[src/rtl/if_fetch_stage_pkg.sv]
// Shared types and constants for the RV32I instruction-fetch stage.
package if_fetch_stage_pkg;

  localparam int unsigned XLEN = 32;

  localparam logic [XLEN-1:0] NOP_INSTR_DEFAULT = 32'h0000_0013;
  localparam logic [XLEN-1:0] RESET_PC_DEFAULT  = 32'h0000_0000;

  typedef enum logic [1:0] {
    IDLE = 2'd0,
    WAIT = 2'd1,
    DROP = 2'd2
  } fetch_state_e;

  typedef struct packed {
    logic [XLEN-1:0] pc;
    logic [XLEN-1:0] instr;
  } fetch_pkt_t;

  function automatic logic [XLEN-1:0] pc_align(input logic [XLEN-1:0] a);
    return a & ~XLEN'(3);
  endfunction

  function automatic logic [XLEN-1:0] pc_inc(input logic [XLEN-1:0] a);
    return a + XLEN'(4);
  endfunction

endpackage

[src/rtl/if_fetch_stage_skid_buffer.sv]
// One-entry {pc, instr} holding register; catches a response that lands while ID is stalled.
module if_skid_buffer
  import if_fetch_stage_pkg::*;
(
  input  logic       clk,
  input  logic       rst,
  input  logic       load,
  input  logic       clr,
  input  fetch_pkt_t load_pkt,
  output logic       valid,
  output fetch_pkt_t pkt
);

  logic       valid_q, valid_d;
  fetch_pkt_t pkt_q, pkt_d;

  // Clear wins over load so a redirect always empties the entry.
  always_comb begin
    valid_d = valid_q;
    pkt_d   = pkt_q;
    if (clr) begin
      valid_d = 1'b0;
    end else if (load) begin
      valid_d = 1'b1;
      pkt_d   = load_pkt;
    end
  end

  always_ff @(posedge clk) begin
    if (rst) begin
      valid_q <= 1'b0;
      pkt_q   <= '0;
    end else begin
      valid_q <= valid_d;
      pkt_q   <= pkt_d;
    end
  end

  assign valid = valid_q;
  assign pkt   = pkt_q;

endmodule

[src/rtl/if_fetch_stage.sv]
// Instruction fetch + IF/ID register with single-outstanding imem requests and ID redirect.
// Define IF_PERF_CNT_EN to add perf_fetch_cnt / perf_flush_cnt outputs.
module if_fetch_stage
  import if_fetch_stage_pkg::*;
#(
  parameter logic [XLEN-1:0] RESET_PC  = RESET_PC_DEFAULT,
  parameter logic [XLEN-1:0] NOP_INSTR = NOP_INSTR_DEFAULT
) (
  input  logic            clk,
  input  logic            rst,
  input  logic            stall,
  input  logic            branch_taken,
  input  logic [XLEN-1:0] branch_target,
  output logic            imem_req,
  output logic [XLEN-1:0] imem_addr,
  input  logic            imem_ready,
  input  logic            imem_rvalid,
  input  logic [XLEN-1:0] imem_rdata,
  output logic            id_valid,
  output logic [XLEN-1:0] id_pc,
  output logic [XLEN-1:0] id_pc_plus4,
  output logic [XLEN-1:0] id_instr
`ifdef IF_PERF_CNT_EN
  ,
  output logic [XLEN-1:0] perf_fetch_cnt,
  output logic [XLEN-1:0] perf_flush_cnt
`endif
);

  fetch_state_e    state_q, state_d;
  logic [XLEN-1:0] pc_q, pc_d;
  logic [XLEN-1:0] req_pc_q, req_pc_d;
  logic            id_valid_q, id_valid_d;
  logic [XLEN-1:0] id_pc_q, id_pc_d;
  logic [XLEN-1:0] id_pc_plus4_q, id_pc_plus4_d;
  logic [XLEN-1:0] id_instr_q, id_instr_d;

  logic       skid_load, skid_clr, skid_valid;
  fetch_pkt_t skid_pkt, rsp_pkt;
  logic       rsp_keep, req_c, accept;

  assign rsp_keep = (state_q == WAIT) && imem_rvalid;
  assign rsp_pkt  = '{pc: req_pc_q, instr: imem_rdata};
  assign req_c    = ((state_q == IDLE) || rsp_keep) && !stall && !skid_valid
                    && !branch_taken && !rst;
  assign accept   = req_c && imem_ready;

  if_skid_buffer u_skid (
    .clk      (clk),
    .rst      (rst),
    .load     (skid_load),
    .clr      (skid_clr),
    .load_pkt (rsp_pkt),
    .valid    (skid_valid),
    .pkt      (skid_pkt)
  );

  // Next-state: redirect beats stall; IF/ID prefers the skid over a fresh response.
  always_comb begin
    state_d       = state_q;
    pc_d          = pc_q;
    req_pc_d      = req_pc_q;
    id_valid_d    = id_valid_q;
    id_pc_d       = id_pc_q;
    id_pc_plus4_d = id_pc_plus4_q;
    id_instr_d    = id_instr_q;
    skid_load     = 1'b0;
    skid_clr      = 1'b0;

    if (branch_taken) begin
      pc_d       = pc_align(branch_target);
      id_valid_d = 1'b0;
      id_instr_d = NOP_INSTR;
      skid_clr   = 1'b1;
      if (state_q == WAIT) begin
        state_d = imem_rvalid ? IDLE : DROP;
      end
    end else begin
      if (accept) begin
        req_pc_d = pc_q;
        pc_d     = pc_inc(pc_q);
        state_d  = WAIT;
      end else if (rsp_keep || ((state_q == DROP) && imem_rvalid)) begin
        state_d = IDLE;
      end

      if (stall) begin
        skid_load = rsp_keep;
      end else if (skid_valid) begin
        skid_clr      = 1'b1;
        id_valid_d    = 1'b1;
        id_pc_d       = skid_pkt.pc;
        id_pc_plus4_d = pc_inc(skid_pkt.pc);
        id_instr_d    = skid_pkt.instr;
      end else if (rsp_keep) begin
        id_valid_d    = 1'b1;
        id_pc_d       = rsp_pkt.pc;
        id_pc_plus4_d = pc_inc(rsp_pkt.pc);
        id_instr_d    = rsp_pkt.instr;
      end else begin
        id_valid_d = 1'b0;
        id_instr_d = NOP_INSTR;
      end
    end
  end

  always_ff @(posedge clk) begin
    if (rst) begin
      state_q       <= IDLE;
      pc_q          <= RESET_PC;
      req_pc_q      <= '0;
      id_valid_q    <= 1'b0;
      id_pc_q       <= '0;
      id_pc_plus4_q <= XLEN'(4);
      id_instr_q    <= NOP_INSTR;
    end else begin
      state_q       <= state_d;
      pc_q          <= pc_d;
      req_pc_q      <= req_pc_d;
      id_valid_q    <= id_valid_d;
      id_pc_q       <= id_pc_d;
      id_pc_plus4_q <= id_pc_plus4_d;
      id_instr_q    <= id_instr_d;
    end
  end

  assign imem_req    = req_c;
  assign imem_addr   = pc_q;
  assign id_valid    = id_valid_q;
  assign id_pc       = id_pc_q;
  assign id_pc_plus4 = id_pc_plus4_q;
  assign id_instr    = id_instr_q;

`ifdef IF_PERF_CNT_EN
  logic            id_load;
  logic [XLEN-1:0] perf_fetch_q, perf_fetch_d;
  logic [XLEN-1:0] perf_flush_q, perf_flush_d;

  assign id_load = !branch_taken && !stall && (skid_valid || rsp_keep);

  always_comb begin
    perf_fetch_d = perf_fetch_q + XLEN'(id_load);
    perf_flush_d = perf_flush_q + XLEN'(branch_taken);
  end

  always_ff @(posedge clk) begin
    if (rst) begin
      perf_fetch_q <= '0;
      perf_flush_q <= '0;
    end else begin
      perf_fetch_q <= perf_fetch_d;
      perf_flush_q <= perf_flush_d;
    end
  end

  assign perf_fetch_cnt = perf_fetch_q;
  assign perf_flush_cnt = perf_flush_q;
`endif

`ifndef SYNTHESIS
  // A response with nothing outstanding means the memory broke the protocol.
  rvalid_in_idle_a: assert property (@(posedge clk) disable iff (rst)
    !(imem_rvalid && (state_q == IDLE)));
`endif

endmodule

[config.mk]
export PLATFORM = sky130hd
export DESIGN_NAME = if_fetch_stage
export DESIGN_NICKNAME = d
export VERILOG_FILES = /design/src/rtl/if_fetch_stage_pkg.sv /design/src/rtl/if_fetch_stage_skid_buffer.sv /design/src/rtl/if_fetch_stage.sv
export SDC_FILE = /design/constraint.sdc
export NUM_CORES = 1
export LEC_CHECK = 0
export CORE_MARGIN = 2
export CORE_UTILIZATION = 46
export DETAILED_ROUTE_END_ITERATION = 6
export PLACE_DENSITY = 0.75
export SYNTH_ARGS = -nofsm -noshare
export SYNTH_HDL_FRONTEND = slang
export SYNTH_HIERARCHICAL = 1
export SYNTH_SLANG_ARGS = --single-unit
[constraint.sdc]
create_clock -name clk -period 3.1 [get_ports clk]
set_input_delay 0.31 -clock clk [delete_from_list [all_inputs] [get_ports clk]]
set_output_delay 0.31 -clock clk [all_outputs]
set_load 0.02 [all_outputs]
==> results of run 1 <==
==> sequential cells by signal (all words and copies together) (netlist names) <==
| name | cells |
|---|---|
| id_pc_plus4 | 30 |
| req_pc_q | 30 |
| id_pc | 32 |
| u_skid/pkt | 64 |
| id_instr | 32 |
| u_skid/valid | 1 |
| id_valid | 1 |
| imem_addr | 30 |
| state_q | 2 |
==> logic make-up (layout without fill, tap and decap cells) <==
logic type / count (synthesis) / in the layout
other: 1 / 4
and+or+nand+nor: 524 / 524
muxes: 29 / 29
buffers and inverters: 125 / 281
DFF: 222 / 222
adders and majority gates: 2 / 2
xor gates and xnor gates: 16 / 16
AOI/OAI and AO/OA: 323 / 323
==> per-layer routing <==
metal  global-route usage, %  up-vias  wire length (um)
met3                    3.18       47              1960
met5                       0        -                 0
met4                    5.68        0               586
met1                    35.4     4632             14000
li1                        -     4768                 -
met2                    34.6      341             12800
==> report_power, final <==
part	switching (uW)	internal [uW]	total, uW
Combinational	250	245	495
Sequential	52.7	2890	2950
Clock	1160	1730	2900
==> cells in the final DEF, fill, tap and decap left out, drive strengths merged, types with 20 or more instances in the layout <==
master and n:
a221o 29, nand3 45, nor2 92, buf 31
o21ai 128, a211oi 29, nand2 149, mux2i 26
clkbuf 31, nor3 20, nand2b 70, clkdlybuf4s50 193
dfxtp 222, nand4bb 64, a21oi 85
==> synth_stat cells, types with 4 or more instances <==
cell / n / area share, %
or4_1: 4 / 0.28
o31ai_1: 4 / 0.28
a221oi_1: 8 / 0.65
inv_1: 13 / 0.46
or3_1: 13 / 0.76
mux2i_1: 26 / 2.4
a221o_1: 29 / 2.7
o22ai_1: 4 / 0.23
a211oi_1: 29 / 2.0
a31oi_1: 7 / 0.41
nor2b_1: 8 / 0.47
o21ai_2: 55 / 4.5
o21ai_1: 9 / 0.42
xnor2_1: 7 / 0.57
buf_6: 11 / 1.2
nand3b_1: 11 / 0.77
nand2_1: 148 / 5.2
o21ai_0: 64 / 3.0
nor4_1: 6 / 0.35
and2_1: 6 / 0.35
and3_1: 5 / 0.29
dfxtp_1: 222 / 42
xor2_1: 9 / 0.74
buf_4: 5 / 0.35
nand2b_1: 70 / 4.1
nand4_1: 12 / 0.70
a22oi_1: 5 / 0.35
buf_1: 4 / 0.14
o21a_1: 5 / 0.35
nand3_1: 45 / 2.1
clkbuf_1: 58 / 2.0
nand4bb_1: 64 / 6.7
nor3_1: 20 / 0.94
nor2_1: 92 / 3.2
a21oi_1: 85 / 4.0
and4_1: 8 / 0.65
buf_2: 30 / 1.4
==> per-stage QoR <==
| step | setup WS, ps | instance area [um2] |
|---|---|---|
| 2_1_floorplan | 88.3 | 10700 |
| 3_3_place_gp | 399 | 12700 |
| 3_5_place_dp | 358 | 12700 |
| 4_1_cts | 360 | 13600 |
| 5_1_grt | 161 | 13600 |
| 6_report | 369 | 13600 |
==> worst max-delay path: stages (launching register included) <==
cell             delay (ps)
dfxtp_4                 460
buf_12                  230
nor3_1                  310
and3_1                  270
clkdlybuf4s50_1         630
==> cell type report <==
type / count / share of cell area [%]
clock buffers: 31 / 5.09
clock inverters: 12 / 0.831
inverters: 14 / 0.388
multi-input cells: 898 / 41.9
flip-flops and latches: 222 / 32.8
well taps: 285 / 2.63
repair buffers: 224 / 16.4
==> worst max-delay path by stage <==
stage,start,end,slack [ps],cells after the start
after floorplan,u_skid/valid,id_pc_plus4[18],90,14
final,u_skid/valid,imem_req,370,4
after detailed placement,stall,u_skid/pkt[60],360,7
after global placement,stall,imem_addr[13],400,7
after CTS,u_skid/valid,imem_req,360,4
after global routing,u_skid/valid,id_pc_plus4[26],160,9
==> impl_metrics.yaml, run 1 <==
outcome:
  status: "finished clean"
yosys:
  synth_compound_area_share_pct: 20.5
  synth.cell_area_um2: 10700
  synth-simple-area-share_pct: 28.0
  yosysWarningCount: 6
  muxShareOfSynthArea_pct: 2.75
  netlist_instances: 1242
  synth_top_family_by_area: "simple AND/OR/NAND/NOR gates"
  async_reset_ff_share_pct: 0
  synth_edf_count: 0
  postSynthAreaPerCell_um2: 8.62
  synth-xor-area-share_pct: 1.31
  ys_seq_elements: 222
  synth_fa_ha_area_share_pct: 0.234
  ys_types: 64
  synth_ff_type: "dfxtp_1"
  synth_seq_area_share_pct: 41.5
setup_path:
  cp-end-kind: "output pin"
  path_class: "reg -> out"
  worstReg2RegStart: "u_skid/valid"
  crit_required_ps: 2790
  rr_endpoint: "id_pc_plus4[28]"
  worstRegToRegCells: 9
  worst_ep_arrival_time_ps: 2420
  crit_fanout: 35
  reg2reg_setup_slack_ps: 390
  start_kind: "register"
timing:
  slew-limit-headroom_pct: 37.4
  final-hold-violation-count: 0
  whs_ps: 198
  rsz0062_at_grt: "false"
  fin_skew_ps: 7.32
  setup_tns_ps: 0
  min_period_over_period_pct: 88.1
  timing.fmax_mhz: 366
  slew_violations: 0
  worstMarginPinSlew_ps: 939
  fin_crit_ps: 2730
  final-setup-viol-count: 0
layout:
  fillCellCount: 2014
  diodes: 0
  fin_cells: 1686
  final_layout_size_suffix_gt1_share_pct: 9.99
  register_area_um2: 4450
  area_growth_pct: 26.6
  utilization_pct: 59.7
  fin_nets: 1456
  multi_input_area_um2: 5680
floorplanning:
  initial_core_util_pct: 47.1
  die_area_um2: 24500
  core_um2: 22700
  die_y_um: 157
  ios: 200
  die_w_um: 157
  row_count: 55
min_path:
  min_delay_path_depth: 4
  min_to: "id_instr[1]"
  hold_start: "rst"
  hold_path.class: "in -> reg"
pwr:
  worst_ir_drop_vdd_uv: 366
  p_per_area_nw_per_um2: 468
  p_total_uw: 6340
  p_leak_uw: 0.00444
route:
  wl_per_cell_um: 17.4
  vias_per_cell: 5.81
  drtIter0Drc: 690
  ant_nets: 0
  dr.pass1.iters: 5
  vias: 9788
  drt_wl_total_um: 29300
  route.detailed.drc: 0
global_route:
  grt_max_degree: 122
  first_global_vias: 8959
  grt-ovfl-total: 0
  grt_util_all_layers_pct: 23.3
  grt_pass1_wl_um: 47100
  antenna_found_initial: 0
place:
  hpwl_um: 19500
  port_buffers: 195
  gp_congestion: 0.838
  dp.cells: 1643
clock_tree:
  tritoncts: "done"
  clk_latency_ps: 510
  postCtsSetupBuffers: 0
  hold_buffers: 0
  clk_pin_slew_ps: 60
  htreeDepth: 1
  numCtsBuffers: 24
  cts.sinks: 222
  cts_root_buf: "clkbuf_16"
  post_cts_resized: 0
  cts_buffer_depth: 3
job:
  drv_cap: 0
(Power assumes the default switching activity.)
==> run 2, diff against run 1 <==
--- a/config.mk
+++ b/config.mk
@@ -6,9 +6,9 @@
 export NUM_CORES = 1
 export LEC_CHECK = 0
 export CORE_MARGIN = 2
-export CORE_UTILIZATION = 46
+export CORE_UTILIZATION = 25
 export DETAILED_ROUTE_END_ITERATION = 6
-export PLACE_DENSITY = 0.75
+export PLACE_DENSITY = 0.46
 export SYNTH_ARGS = -nofsm -noshare
 export SYNTH_HDL_FRONTEND = slang
 export SYNTH_HIERARCHICAL = 1
==> run 2 against run 1 <==
  * Combinational power is 3% higher
  * Via count fell by 2.7%
  * Die area up 82%
  * Critical path depth unchanged
  * Clock power increased by 11%
  * Clock skew up 7.1 ps
==> impl_metrics.yaml, run 2 (same netlist as run 1, synthesis figures left out) <==
route:
  wl_per_cell_um: 18.1
  drt_wl_total_um: 35300
  route.detailed.drc: 0
  dr.pass1.iters: 6
  drtIter0Drc: 626
  vias_per_cell: 4.89
  ant_nets: 0
  vias: 9519
clock_tree:
  tritoncts: "done"
  cts_root_buf: "clkbuf_16"
  cts.sinks: 222
  clk_latency_ps: 550
  hold_buffers: 0
  clk_pin_slew_ps: 60
  post_cts_resized: 0
  htreeDepth: 1
  postCtsSetupBuffers: 0
  numCtsBuffers: 27
  cts_buffer_depth: 3
layout:
  fin_nets: 1463
  largest_reg_flops: 64
  fillCellCount: 4343
  area_growth_pct: 30.8
  final_cell_area_um2: 14000
  layout_common_cells: "221 x dfxtp_1, 193 x clkdlybuf4s50_1, 148 x nand2_1, 91 x nor2_1, 85 x a21oi_1"
  multi_input_area_um2: 5680
  final_layout_size_suffix_gt1_share_pct: 10.4
  diodes: 0
  final_common_cell: "dfxtp_1"
  register_area_um2: 4450
floorplanning:
  ios: 200
  die_area_um2: 44500
  core_um2: 42100
  initial_core_util_pct: 25.4
  row_count: 75
  die_w_um: 211
  die_y_um: 211
global_route:
  grt_util_all_layers_pct: 15.4
  grt-ovfl-total: 0
  first_global_vias: 9023
  grt_max_degree: 194
  grt_pass1_wl_um: 54400
  antenna_found_initial: 0
job:
  drv_cap: 0
setup_path:
  crit_required_ps: 2790
  crit_family: "buffers and inverters"
  crit_fanout: 34
  path_class: "reg -> out"
  worst_ep_arrival_time_ps: 2560
  crit_chain: "buf_4 -> nor3_1 -> and3_1 -> clkdlybuf4s50_1"
  cp_num_buf_inv: 2
  slowest_delay_ps: 630
  start_kind: "register"
  cp-end-kind: "output pin"
  crit_slowest_cell: "clkdlybuf4s50_1"
place:
  hpwl_um: 23100
  place_area_um2: 13100
  port_buffers: 195
  gp_congestion: 0.772
timing:
  fin_skew_ps: 14.4
  rsz0062_at_grt: "false"
  final-setup-viol-count: 0
  final-hold-violation-count: 0
  min_period_over_period_pct: 92.7
  setup_tns_ps: 0
  fin_crit_ps: 2870
  slew_violations: 0
  timing.fmax_mhz: 348
  slew-limit-headroom_pct: 46.1
  whs_ps: 199
  worstMarginPinSlew_ps: 808
min_path:
  hold_path.class: "in -> reg"
outcome:
  status: "finished clean"
pwr:
  worst_ir_drop_vdd_uv: 274
  p_per_area_nw_per_um2: 478
  p_leak_uw: 0.00451
## run 2: worst register-to-register path: stages, from the launching register on
cell       delay, ps
dfxtp_4          480
mux2_2           240
ha_1             260
nand3_1          100
nor3_1           310
o2111ai_1        140
buf_4            210
or4_1            480
nand3_1          100
a21oi_1           70
## run 2: path summary, 6_finish.rpt
| path | startpoint | end | slack [ps] | depth (start not counted) |
|---|---|---|---|---|
| worst min-delay path | rst | id_instr[4] | 200 | 4 |
| worst max register to register | u_skid/valid | id_pc_plus4[26] | 560 | 9 |
| worst max-delay path | u_skid/valid | imem_req | 230 | 4 |
| worst min register to register | id_pc_plus4[2] | id_pc_plus4[2] | 440 | 2 |
## run 2: layout make-up
class,instances,share of cell area [%]
Tap cell,539,4.82
Timing Repair Buffer,228,16.1
Sequential cell,222,31.8
Clock buffer,38,5.69
Clock inverter,8,0.670
Inverter,14,0.375
Multi-Input combinational cell,898,40.5
## run 2: through the flow
stage,total power [uW],util (%),instances,setup slack [ps]
3_3_place_gp,3520,31.1,1901,381
6_report,6690,33.2,1947,226
3_5_place_dp,3530,31.1,1901,387
5_1_grt,6950,33.2,1947,66.6
2_1_floorplan,3270,-,1245,88.3
4_1_cts,6820,33.2,1947,190
## run 2: metal layers
layer  share of wire (%)  up-vias  track usage [%]
li1                    -     4783                -
met1                  52     4480             23.5
met2                  42      217             22.6
met3                 4.9       39             2.35
met4                 1.5        0             3.42
met5                   0        -                0
## run 2: power breakdown
part / switching [uW] / total (uW) / internal (uW) / leakage [uW]
Combinational: 263 / 511 / 248 / 0.00227
Clock: 1290 / 3230 / 1940 / 0.000446
Sequential: 53.8 / 2950 / 2890 / 0.00180
